<file path="src/rtl/cvxif_copro_sequencer.sv">
// CV-X-IF coprocessor issue/commit/result sequencer with an in-order tracking buffer.
// Optional macro CVXIF_SEQ_RESULT_REG_EN adds an output register on the result channel.
module cvxif_copro_sequencer #(
  parameter int unsigned XLEN    = 32,
  parameter int unsigned IdWidth = 3,
  parameter int unsigned Depth   = 4
) (
  input  logic               clk_i,
  input  logic               rst_ni,
  input  logic               issue_valid_i,
  output logic               issue_ready_o,
  input  logic [31:0]        issue_instr_i,
  input  logic [IdWidth-1:0] issue_id_i,
  input  logic [XLEN-1:0]    issue_rs1_i,
  input  logic [XLEN-1:0]    issue_rs2_i,
  output logic               issue_accept_o,
  output logic               issue_writeback_o,
  input  logic               commit_valid_i,
  input  logic [IdWidth-1:0] commit_id_i,
  input  logic               commit_kill_i,
  output logic               result_valid_o,
  input  logic               result_ready_i,
  output logic [IdWidth-1:0] result_id_o,
  output logic               result_we_o,
  output logic [4:0]         result_rd_o,
  output logic [XLEN-1:0]    result_data_o
);

  localparam int unsigned PW = $clog2(Depth);

  typedef enum logic [1:0] {OP_NOP, OP_ADD, OP_XOR, OP_SUB} op_e;

  logic               r_valid     [Depth];
  logic [IdWidth-1:0] r_id        [Depth];
  logic               r_we        [Depth];
  logic [4:0]         r_rd        [Depth];
  logic [XLEN-1:0]    r_data      [Depth];
  logic               r_committed [Depth];
  logic               r_killed    [Depth];
  logic [PW-1:0]      r_head, r_tail;
  logic [PW:0]        r_count;

  op_e             w_op;
  logic            w_acc, w_wb, w_full, w_alloc, w_same_commit;
  logic [XLEN-1:0] w_data;
  logic            w_head_res, w_head_kill, w_pop;
  logic            w_unused;

  assign w_unused = ^issue_instr_i[31:12];

  always_comb begin
    w_acc = 1'b0;
    w_wb  = 1'b0;
    w_op  = OP_NOP;
    unique case (issue_instr_i[6:0])
      7'b0001011: begin w_acc = 1'b1; w_wb = 1'b1; w_op = OP_ADD; end
      7'b0101011: begin w_acc = 1'b1; w_wb = 1'b0; w_op = OP_NOP; end
      7'b1011011: begin w_acc = 1'b1; w_wb = 1'b1; w_op = OP_XOR; end
      7'b1111011: begin w_acc = 1'b1; w_wb = 1'b1; w_op = OP_SUB; end
      default: ;
    endcase
  end

  always_comb begin
    w_data = '0;
    unique case (w_op)
      OP_ADD:  w_data = issue_rs1_i + issue_rs2_i;
      OP_XOR:  w_data = issue_rs1_i ^ issue_rs2_i;
      OP_SUB:  w_data = issue_rs1_i - issue_rs2_i;
      default: w_data = '0;
    endcase
  end

  assign w_full            = (r_count == (PW+1)'(Depth));
  assign issue_ready_o     = !w_full;
  assign issue_accept_o    = issue_valid_i && issue_ready_o && w_acc;
  assign issue_writeback_o = issue_valid_i && issue_ready_o && w_wb;
  assign w_alloc           = issue_valid_i && issue_ready_o && w_acc;
  assign w_same_commit     = commit_valid_i && (commit_id_i == issue_id_i);

  assign w_head_res  = r_valid[r_head] && r_committed[r_head] && !r_killed[r_head];
  assign w_head_kill = r_valid[r_head] && r_committed[r_head] &&  r_killed[r_head];

`ifdef CVXIF_SEQ_RESULT_REG_EN
  logic               r_res_valid;
  logic [IdWidth-1:0] r_res_id;
  logic               r_res_we;
  logic [4:0]         r_res_rd;
  logic [XLEN-1:0]    r_res_data;
  logic               w_load, w_take;

  assign w_load = !r_res_valid || result_ready_i;
  assign w_take = w_head_res && w_load;
  assign w_pop  = w_head_kill || w_take;

  always_ff @(posedge clk_i or negedge rst_ni) begin
    if (!rst_ni) begin
      r_res_valid <= 1'b0;
      r_res_id    <= '0;
      r_res_we    <= 1'b0;
      r_res_rd    <= '0;
      r_res_data  <= '0;
    end else if (w_load) begin
      r_res_valid <= w_head_res;
      if (w_head_res) begin
        r_res_id   <= r_id[r_head];
        r_res_we   <= r_we[r_head];
        r_res_rd   <= r_rd[r_head];
        r_res_data <= r_data[r_head];
      end
    end
  end

  assign result_valid_o = r_res_valid;
  assign result_id_o    = r_res_id;
  assign result_we_o    = r_res_we;
  assign result_rd_o    = r_res_rd;
  assign result_data_o  = r_res_data;
`else
  assign w_pop          = w_head_kill || (w_head_res && result_ready_i);
  assign result_valid_o = w_head_res;
  assign result_id_o    = r_id[r_head];
  assign result_we_o    = r_we[r_head];
  assign result_rd_o    = r_rd[r_head];
  assign result_data_o  = r_data[r_head];
`endif

  // Allocation targets an invalid slot, so the commit scan never races with it;
  // a same-id commit in the issue cycle is folded into the new entry directly.
  always_ff @(posedge clk_i or negedge rst_ni) begin
    if (!rst_ni) begin
      r_head  <= '0;
      r_tail  <= '0;
      r_count <= '0;
      for (int unsigned i = 0; i < Depth; i++) begin
        r_valid[i]     <= 1'b0;
        r_id[i]        <= '0;
        r_we[i]        <= 1'b0;
        r_rd[i]        <= '0;
        r_data[i]      <= '0;
        r_committed[i] <= 1'b0;
        r_killed[i]    <= 1'b0;
      end
    end else begin
      for (int unsigned i = 0; i < Depth; i++) begin
        if (r_valid[i] && commit_valid_i && (r_id[i] == commit_id_i)) begin
          r_committed[i] <= 1'b1;
          if (commit_kill_i) r_killed[i] <= 1'b1;
        end
      end
      if (w_pop) begin
        r_valid[r_head] <= 1'b0;
        r_head          <= r_head + 1'b1;
      end
      if (w_alloc) begin
        r_valid[r_tail]     <= 1'b1;
        r_id[r_tail]        <= issue_id_i;
        r_we[r_tail]        <= w_wb;
        r_rd[r_tail]        <= issue_instr_i[11:7];
        r_data[r_tail]      <= w_data;
        r_committed[r_tail] <= w_same_commit;
        r_killed[r_tail]    <= w_same_commit && commit_kill_i;
        r_tail              <= r_tail + 1'b1;
      end
      unique case ({w_alloc, w_pop})
        2'b10:   r_count <= r_count + 1'b1;
        2'b01:   r_count <= r_count - 1'b1;
        default: ;
      endcase
    end
  end

endmodule

</file>
<file path="config.mk">
export PLATFORM = sky130hd
export DESIGN_NAME = cvxif_copro_sequencer
export DESIGN_NICKNAME = d
export VERILOG_FILES = /design/src/rtl/cvxif_copro_sequencer.sv
export SDC_FILE = /design/constraint.sdc
export NUM_CORES = 1
export LEC_CHECK = 0
export ABC_CLOCK_PERIOD_IN_PS = 2300
export BUFFER_PORTS_ARGS = -buffer_cell sky130_fd_sc_hd__buf_2
export CORE_ASPECT_RATIO = 0.8
export CORE_MARGIN = 8
export CORE_UTILIZATION = 53
export DETAILED_ROUTE_END_ITERATION = 8
export PLACE_DENSITY = 0.74
export SLEW_MARGIN = 20
export SYNTH_ARGS = -nofsm -noshare
export SYNTH_HDL_FRONTEND = slang
export SYNTH_SLANG_ARGS = --single-unit
</file>
<file path="constraint.sdc">
create_clock -name clk_i -period 2.3 [get_ports clk_i]
set_clock_uncertainty 0.05 [all_clocks]
set_input_delay 0.23 -clock clk_i [delete_from_list [all_inputs] [get_ports clk_i]]
set_output_delay 0.23 -clock clk_i [all_outputs]
set_load 0.05 [all_outputs]
</file>
# After elaboration in Yosys (flattened, before gate mapping)
# Cells that the tools add are included.
# totals
ff_bits	183
in_bits	108
output_inout_bits	45
word_cells	145
# op_classes
n_addsub	6
n_lt_le_gt_ge	4
eq_ne	15
n_mux	58
bitwise_logic	6
reduce_logical	25
# op_table
operator	count
bitwise mux 128 bit	1
two-way mux 32 bit	3
case mux 32 bit (3 select lines)	1
binary-select mux 32 bit (select 2 bit)	1
demux 32 bit (select 2 bit)	1
adder 32 bit	1
subtractor 32 bit	1
bitwise XOR 32 bit	1
two-way mux 1 bit	24
bitwise mux 20 bit	1
logical AND 1 bit	19
two-way mux 4 bit	4
== test 3 bit	5
two-way mux 5 bit	3
== test 7 bit, second input constant	2
bitwise mux 12 bit	1
bitwise mux 4 bit	3
binary-select mux 5 bit (select 2 bit)	1
demux 5 bit (select 2 bit)	1
two-way mux 3 bit	3
binary-select mux 1 bit (select 2 bit)	4
== test 7 x 4 -> 1 bit, second input constant	1
== test 7 x 6 -> 1 bit, second input constant	1
binary-select mux 3 bit (select 2 bit)	1
other kinds (21)	30

# Logic depth before layout (Yosys ltp)
# Gate-level depths: netlist (run 1).
# logic_depth
depth_word	11
ltp_mapped	19
mapped_depth_nobuf	18

# Worst setup path after synthesis (run 1)
# OpenSTA, ideal clock, no wires.
# synth_path
path_type	input to register
startpoint	in issue_rs2_i[6]
endpoint	reg r_data[127] in the netlist's numbering
setup_time_ns	0.125
arrival_time_ns	3.997
t_required_ns	2.125
slack_ns	-1.872
cell_stages	16
path_buffers	1
cell_sequence	or4_4 or3_1 nor3_1 nand2_1 o21ai_0 xor2_1 ha_1 clkbuf_1 and3_1 and2_1 a221o_1 a31oi_2 and3_1 o32a_1 o31ai_2 mux2_2
# synth_between
elab_chain_cells	3
# synth_lines
item	line_no	text
from (decl)	15	input logic [XLEN-1:0] issue_rs2_i,
subtractor 32 bit / adder 32 bit (equally long branches)	69, 67	
case mux 32 bit (3 select lines) (*)	66	unique case (w_op)
bitwise mux 128 bit (*)	160	r_data[r_tail] <= w_data;
to (signal, indexed assignment)	160	
to (decl)	37	logic [XLEN-1:0] r_data [Depth];
# Mark *: on every way between the ends. The rest lies on a longest branch, timed or not.
# A chain may end at the register's enable or synchronous reset.

# Worst setup path in the final report (run 1)
# layout_path
startpoint	in issue_rs2_i[6]
endpoint	reg r_data[95] in the netlist's numbering
# The elaborated chain is that of the path after synthesis.

==> results by group, run 1 <==
Worst setup path
  – Max incr delay on CP: around 0.6 ns
  – Crit Path Category: input port to register
  – CP arrival: roughly 4.2 ns
  – CP cell instances: buf_6, or4_4, nor3_4, or2b_4, o31ai_4, xor2_1, ha_2, a21oi_2, a21oi_1, a211o_1, a221o_1, a31oi_4, and3_1, o32a_1, o31ai_4, mux2_4
  – CP Capture Type: register
  – CP bufs+invs: 1
  – Critical-path top delay cell: or4_4
  – Startpoint types: input port
  – Family with the most delay on the worst path: compound AO/OA/AOI/OAI gates
  – Worst Path Max Fanout: 5
  – Worst EP required: 2.55 ns
  – Critical path's most frequent cell: o31ai_4

Synthesis
  – Synthesized instance count: between 1000 and 1500
  – #FFs+latches synth: roughly 180
  – Post-synth net total: 1312
  – Yosys Warn Count: 0
  – Async set-or-reset flop fraction in the synthesized netlist: between 90% and 100%
  – Mapped Area: between 10000 and 15000 sq um
  – Synth cell types: 56
  – Syn Area/Cell: 9.47 sq um
  – Sequential share of the synthesized area: 41.7%
  – EDFF count, synth: 0
  – Ys flop type: dfrtp_1

Drt
  – Drt drc: 0
  – WL final: ~37 mm
  – Routed len/inst: between 20 and 25 um
  – Vias per Instance: between 6 and 7
  – Antenna Violating Nets Remaining: 0
  – DRT iter0 DRCs: 1293
  – Vias: between 10000 and 15000
  – First-pass iteration count of the detailed router: 5

CTS
  – Longest Clk Path Bufs: 2
  – CTS buffer count: 17
  – Clk pin slew, worst setup/hold paths: approximately 0.07 ns
  – Skew-Pair Late Insertion Delay: approximately 0.42 ns
  – TritonCTS clock tree: built
  – CTS sink count: about 180
  – CTS HTree Levels: 4
  – Clock Tree Root: clkbuf_16

Global routing
  – Largest net degree at the start of global routing: 54
  – All-Layer GR Usage: between 20% and 30%
  – Total grt overflow: 0
  – First-pass GRT wire length: about 54 mm
  – Initial antenna violation count: 1
  – Vias in the first global route: ~11000

Die
  – Initial Utilization: between 50% and 60%
  – Die X: roughly 180 um
  – Die Ht: between 100 and 150 um
  – Core Region: 20500 sq um
  – Die area: between 20000 and 30000 sq um
  – Number of top-level pins: around 150
  – Row Count: 47

Final layout
  – Layout cells sized above 1: 42.6%
  – Commonest non-fill, non-tap cell in the layout: nand2_1
  – Fin nets: between 1500 and 2000
  – Storage element area: about 4600 sq um
  – Area occupied by multi-input gates: between 7000 and 8000 sq um
  – Fillers: 1249
  – Final core occ: between 70% and 80%
  – Most frequent cells in the layout: 263 x nand2_1, 206 x buf_4, 181 x dfrtp_1, 125 x buf_2, 62 x xor2_1
  – Layout area overhead: 41.9%

Status
  – Status: complete, but fails checks
  – Failing checks: negative setup slack

Pwr
  – VDD IR max: 0.858 mV
  – Leak: about 7.4 nW
  – PwrDens: around 650 nW/um^2

Timing
  – Tmin final: 3.92 ns
  – Finish-stage setup viols: 112
  – Max Clk Rate: 255 MHz
  – Final Hold Vio Count: 0
  – Slew @ Worst Pin: 0.554 ns
  – RSZ-0062 raised after global routing: yes
  – Tcrit/Tclk final: 170%
  – Setup_tns: -122.33 ns
  – Max-slew headroom: 62.8%
  – Final slew viol count: 0
  – Final WS setup: -1.62 ns

Hold path
  – Hold Path Class: input port to register

Job
  – Max-Cap Viols: 0

Place
  – IO buf count: 132
  – Final RePlAce weighted congestion: 0.970
  – Post-DP HPWL: approximately 24 mm
[final timing paths]
path | start | to | slack (ns) | cells after the start
min reg2reg | r_count[0]$_DFFE_PN0P_ | r_count[0]$_DFFE_PN0P_ | 0.42 | 1
max | issue_rs2_i[6] | r_data[95]$_DFFE_PN0P_ | -1.62 | 16
min | issue_id_i[0] | r_id[6]$_DFFE_PN0P_ | 0.03 | 3
min in group asynchronous | rst_ni | r_data[5]$_DFFE_PN0P_ | 0.28 | 2
max reg2reg | r_head[0]$_DFFE_PN0N_ | r_count[2]$_DFFE_PN0P_ | 0.10 | 10
max in group asynchronous | rst_ni | r_data[54]$_DFFE_PN0P_ | 1.15 | 3
[tightest hold or removal path: cells and delay by family]
family | cells | cell delay (ns)
buf+inv | 1 | 0.13
simple gates | 2 | 0.10
[power by group]
group	switching, W	internal, W	total, W
combinational	0.00199	0.00170	0.00369
sequential	0.000220	0.00349	0.00371
clock	0.00128	0.00154	0.00281
total	0.00349	0.00673	0.0102
[through the flow]
stage / cell area [sq um] / total power, W / instances / setup WS [ns] / hold slack [ns]
global route: 15600 / 0.0106 / 1785 / -1.68 / 0.0364
floorplan: 11400 / 0.00569 / 1161 / -1.53 / -0.116
finish: 15600 / 0.0102 / 1785 / -1.62 / 0.0304
CTS: 14800 / 0.00977 / 1765 / -1.41 / 0.0176
global placement: 13800 / 0.00669 / 1713 / -1.80 / 0.161
detailed placement: 13800 / 0.00676 / 1713 / -1.88 / 0.159
[registers in the layout (all words and copies together) (netlist names)]
signal and count:
r_data 128, r_rd 20, r_id 12, r_committed 4, r_killed 4, r_valid 4, r_we 4, r_count 3
r_head 2, r_tail 2
[cell families after synthesis]
logic type / after synthesis / share of synthesized area [%]
flip-flops: 183 / 41.7
AO/OA/AOI/OAI: 272 / 15.2
adder cells (fa/ha/maj): 43 / 5.03
XOR/XNOR: 102 / 8.13
AND/OR/NAND/NOR: 407 / 15.8
buffers and inverters: 85 / 2.97
multiplexers: 69 / 11.3
[final cells by class]
class	count	share of cell area, %
diodes	1	0.0160
well taps	269	2.16
repair buffers	388	18.9
flip-flops and latches	183	29.4
clock buffers	20	2.86
clock inverters	12	0.738
multi-input cells	893	45.5
inverters	19	0.457
[repair_timing]
action	in CTS	in global routing
buffers inserted	14	22
pin swaps	34	84
cloned	1	1
hold buffers	6	0
endpoints found under the setup margin	138	129
gates resized for setup	73	162
hold endpoints to repair	60	0
[synth_stat cells, drive strengths merged (3+ instances only)]
| master | count | area, sq um |
|---|---|---|
| a21o | 17 | 128 |
| o2111ai | 3 | 26.3 |
| nand2 | 271 | 1020 |
| ha | 41 | 513 |
| inv | 19 | 71.3 |
| mux2 | 17 | 191 |
| nand2b | 3 | 18.8 |
| or4 | 9 | 78.8 |
| mux4 | 42 | 946 |
| o21ai | 134 | 671 |
| o31ai | 15 | 131 |
| mux2i | 10 | 100 |
| nor2b | 4 | 25.0 |
| o21a | 5 | 37.5 |
| buf | 9 | 41.3 |
| o22ai | 4 | 25.0 |
| or3 | 8 | 50.1 |
| a21boi | 3 | 22.5 |
| o41ai | 5 | 43.8 |
| and2 | 6 | 37.5 |
| o211ai | 3 | 22.5 |
| o21bai | 3 | 22.5 |
| a21oi | 37 | 185 |
| nor3b | 3 | 22.5 |
| nand4 | 4 | 25.0 |
| clkbuf | 57 | 214 |
| nand3 | 23 | 115 |
| a22oi | 19 | 143 |
| a211oi | 6 | 45.0 |
| xor2 | 65 | 569 |
| a31oi | 4 | 31.3 |
| nor2 | 43 | 161 |
| a22o | 4 | 35.0 |
| xnor2 | 37 | 324 |
| or2 | 3 | 18.8 |
| dfrtp | 183 | 4580 |
| and3 | 3 | 18.8 |
| nor3 | 23 | 115 |
[routing by layer]
| metal | GRT usage, % | vias to the layer above | wire [um] |
|---|---|---|---|
| met5 | 0 | - | 0 |
| met3 | 3.97 | 89 | 2730 |
| met4 | 9.32 | 0 | 1050 |
| li1 | - | 4777 | - |
| met1 | 36.6 | 5342 | 15900 |
| met2 | 41.4 | 597 | 17300 |
Power figures use the tool's default switching activity.
==> run 2: changes to the inputs <==
--- a/config.mk
+++ b/config.mk
@@ -5,7 +5,7 @@
 export SDC_FILE = /design/constraint.sdc
 export NUM_CORES = 1
 export LEC_CHECK = 0
-export ABC_CLOCK_PERIOD_IN_PS = 2300
+export ABC_CLOCK_PERIOD_IN_PS = 3380
 export BUFFER_PORTS_ARGS = -buffer_cell sky130_fd_sc_hd__buf_2
 export CORE_ASPECT_RATIO = 0.8
 export CORE_MARGIN = 8
==> constraint.sdc (replaced) <==
create_clock -name clk_i -period 3.38 [get_ports clk_i]
set_clock_uncertainty 0.05 [all_clocks]
set_input_delay 0.338 -clock clk_i [delete_from_list [all_inputs] [get_ports clk_i]]
set_output_delay 0.338 -clock clk_i [all_outputs]
set_load 0.05 [all_outputs]
==> run 2 against run 1 <==
  * The flow still finishes with violations (negative setup slack)
  * Core utilization fell by 6.0 points
  * Critical path depth is 1 higher
  * Global-route usage down 1.5 points
  * Die area unchanged
  * Cell area fell by 7.9%
  * Via count shrank 8.7%
  * Clock power shrank 30%
  * Count of clock-buffer cells in the layout fell by 2
  * Non-clock buffer count decreased by 64
  * Worst setup slack gained 1.1 ns
  * Combinational power fell by 45%
  * Flip-flop and latch count is the same
==> results by group, run 2 (synthesis gave the netlist of run 1 again) <==
Timing
  – Max-slew headroom: 54.1% (-8.7 points)
  – Final WS setup: -0.495 ns (+1.12 ns)
  – RSZ-0062 raised after global routing: yes
  – Hold WS: 0.0996 ns (+0.0692 ns)
  – Finish-stage setup viols: 67 (-40%)
  – Slew @ Worst Pin: 0.689 ns (+0.135 ns)
  – Final slew viol count: 0 (unchanged)
  – Tmin final: just under 4 ns
  – Tcrit/Tclk final: 115%
  – Setup_tns: -16.88 ns (+105.45 ns)
  – Max Clk Rate: 258 MHz
  – Final Hold Vio Count: 0 (unchanged)

Global routing
  – Largest net degree at the start of global routing: 73 (+35%)
  – Total grt overflow: 0 (unchanged)
  – All-Layer GR Usage: 24.8% (-1.5 points)
  – First-pass GRT wire length: 50.5 mm (-6.5%)
  – Initial antenna violation count: 0 (-1)
  – Vias in the first global route: 9813 (-8.2%)

Drt
  – Met3 routed WL: 1.88 mm (-31%)
  – Routed len/inst: 18.5 um (-11%)
  – Vias per Instance: 5.73 (-5.3%)
  – M1 wire length: 14.9 mm (-6.7%)
  – Vias: 9863 (-8.7%)
  – WL final: 31.9 mm (-14%)
  – Highest routed layer: met4
  – First-pass iteration count of the detailed router: 7 (+2)
  – Antenna Violating Nets Remaining: 0 (unchanged)
  – Met2 WL: 14.6 mm (-16%)
  – Drt drc: 0 (unchanged)
  – DRT iter0 DRCs: 747 (-42%)

Hold path
  – Hold Path End: r_rd[12]$_DFFE_PN0P_
  – Worst hold path cell count: 3 (unchanged)
  – Hold Path Class: input port to register
  – Worst hold start: issue_instr_i[9]

Die
  – Core Region: 20500 sq um (unchanged)
  – Number of top-level pins: 153 (unchanged)
  – Row Count: 47 (unchanged)
  – Die X: 177 um (unchanged)
  – Initial Utilization: 53.6% (unchanged)
  – Die area: 25600 sq um (unchanged)
  – Die Ht: 145 um (unchanged)

Final layout
  – Biggest regs: r_data: 128 flops, r_rd: 20 flops, r_id: 12 flops
  – Commonest non-fill, non-tap cell in the layout: nand2_1
  – Layout cells sized above 1: 35.2% (-7.4 points)
  – Layout area overhead: 30.7%
  – # diodes: 0 (-1)
  – Max reg flops: 128 (unchanged)
  – Register name with the most flops: r_data
  – Most frequent cells in the layout: 266 x nand2_1, 181 x buf_4, 181 x dfrtp_1, 130 x buf_2, 87 x o21ai_0
  – Fin nets: 1589 (-3.9%)

Pwr
  – VDD IR max: 0.415 mV (-52%)
  – Leak: 6.91 nW (-6.9%)
  – PwrDens: 456 nW/um^2 (-30%)

Worst setup path
  – CP arrival: 4.14 ns (-0.03 ns)
  – Worst R2R Path Depth: 10 (unchanged)
  – Critical-path top delay cell: or4_4
  – Critical path's most frequent cell: buf_6
  – Critical R2R Capture: r_count[2]$_DFFE_PN0P_
  – Startpoint types: input port
  – CP cell instances: buf_6, or4_4, or3_4, nor2_2, a21oi_1, xnor2_1, ha_1, a21oi_2, o21ai_0, a211o_1, a221o_1, a31oi_4, buf_6, and3_1, o32a_1, o31ai_2, mux2_2
  – Worst EP required: 3.64 ns (+1.09 ns)
  – CP bufs+invs: 2 (+1)
  – FF-to-FF setup slack: 0.96 ns (+0.86 ns)
  – Max incr delay on CP: 0.58 ns (about the same)
  – Critical Path Start: issue_rs2_i[6]
  – Crit Path Category: input port to register
  – Family with the most delay on the worst path: compound AO/OA/AOI/OAI gates
  – Worst Path Max Fanout: 5 (unchanged)
  – R2R Path Start: r_head[0]$_DFFE_PN0N_
  – CP Capture Type: register

Status
  – Failing checks: negative setup slack
  – Status: complete, but fails checks

Place
  – Final RePlAce weighted congestion: 0.979 (+0.88%)
  – IO buf count: 132 (unchanged)
  – Post-DP HPWL: 22.8 mm (-5.1%)

CTS
  – CTS HTree Levels: 4 (unchanged)
  – CTS buffer count: 17 (unchanged)
  – Clock Tree Root: clkbuf_16
  – CTS sink count: 183 (unchanged)
  – Skew-Pair Late Insertion Delay: 0.43 ns (about the same)
  – Clk pin slew, worst setup/hold paths: 0.07 ns (about the same)
  – TritonCTS clock tree: built
  – Longest Clk Path Bufs: 2 (unchanged)

Job
  – Max-Cap Viols: 0 (unchanged)
-- run 2: stage by stage --
step | utilization [%] | setup WS (ns) | instance area (sq um) | total power [W] | cells
6_report | 70.0 | -0.495 | 14400 | 0.00655 | 1720
5_1_grt | 70.0 | -0.610 | 14400 | 0.00685 | 1720
4_1_cts | 68.7 | -0.409 | 14100 | 0.00652 | 1715
3_5_place_dp | 64.6 | -0.931 | 13300 | 0.00450 | 1671
3_3_place_gp | 64.6 | -0.810 | 13300 | 0.00446 | 1671
2_1_floorplan | - | -0.560 | 11200 | 0.00382 | 1161
-- run 2: what timing repair did --
item	CTS	global route
endpoints found under the hold margin	70	0
setup endpoints to repair	72	76
hold buffers	1	0
resized for setup	34	73
pin swaps	19	33
setup buffers	11	7
-- run 2: worst max path at each step --
stage,slack (ns),end,depth (start not counted)
5_1_grt,-0.61,r_data[63]$_DFFE_PN0P_,17
4_1_cts,-0.41,r_data[63]$_DFFE_PN0P_,16
6_report,-0.50,r_data[63]$_DFFE_PN0P_,17
3_5_place_dp,-0.93,r_data[63]$_DFFE_PN0P_,16
3_3_place_gp,-0.81,r_data[31]$_DFFE_PN0P_,17
2_1_floorplan,-0.56,r_data[127]$_DFFE_PN0P_,16
-- run 2: final cells by class --
type	count	area (sq um)
well taps	269	337
repair buffers	324	2190
clock inverters	14	149
fillers	1474	6150
flip-flops and latches	183	4580
inverters	19	71.3
multi-input cells	893	6600
clock buffers	18	439
-- run 2: where the power goes --
| part | internal [W] | switching (W) | leakage (nW) |
|---|---|---|---|
| logic | 0.000887 | 0.00115 | 4.11 |
| clock network | 0.00111 | 0.000860 | 0.279 |
| registers | 0.00237 | 0.000167 | 2.52 |
| total | 0.00437 | 0.00218 | 6.91 |
-- run 2: layer usage --
metal,global-route usage [%],vias up
li1,-,4639
met1,35.2,4863
met2,37.9,319
met3,4.56,42
met4,8.26,0
met5,0,-
-- run 2: worst register-to-register path, cell delays in order (launching register included) --
cell and delay (ns):
dfrtp_2 0.56, mux4_2 0.56, nor2_1 0.11, nor2_1 0.05, buf_4 0.17, ha_1 0.21
inv_1 0.08, fa_1 0.18, xor2_1 0.15, nor2_1 0.06, xor2_1 0.14
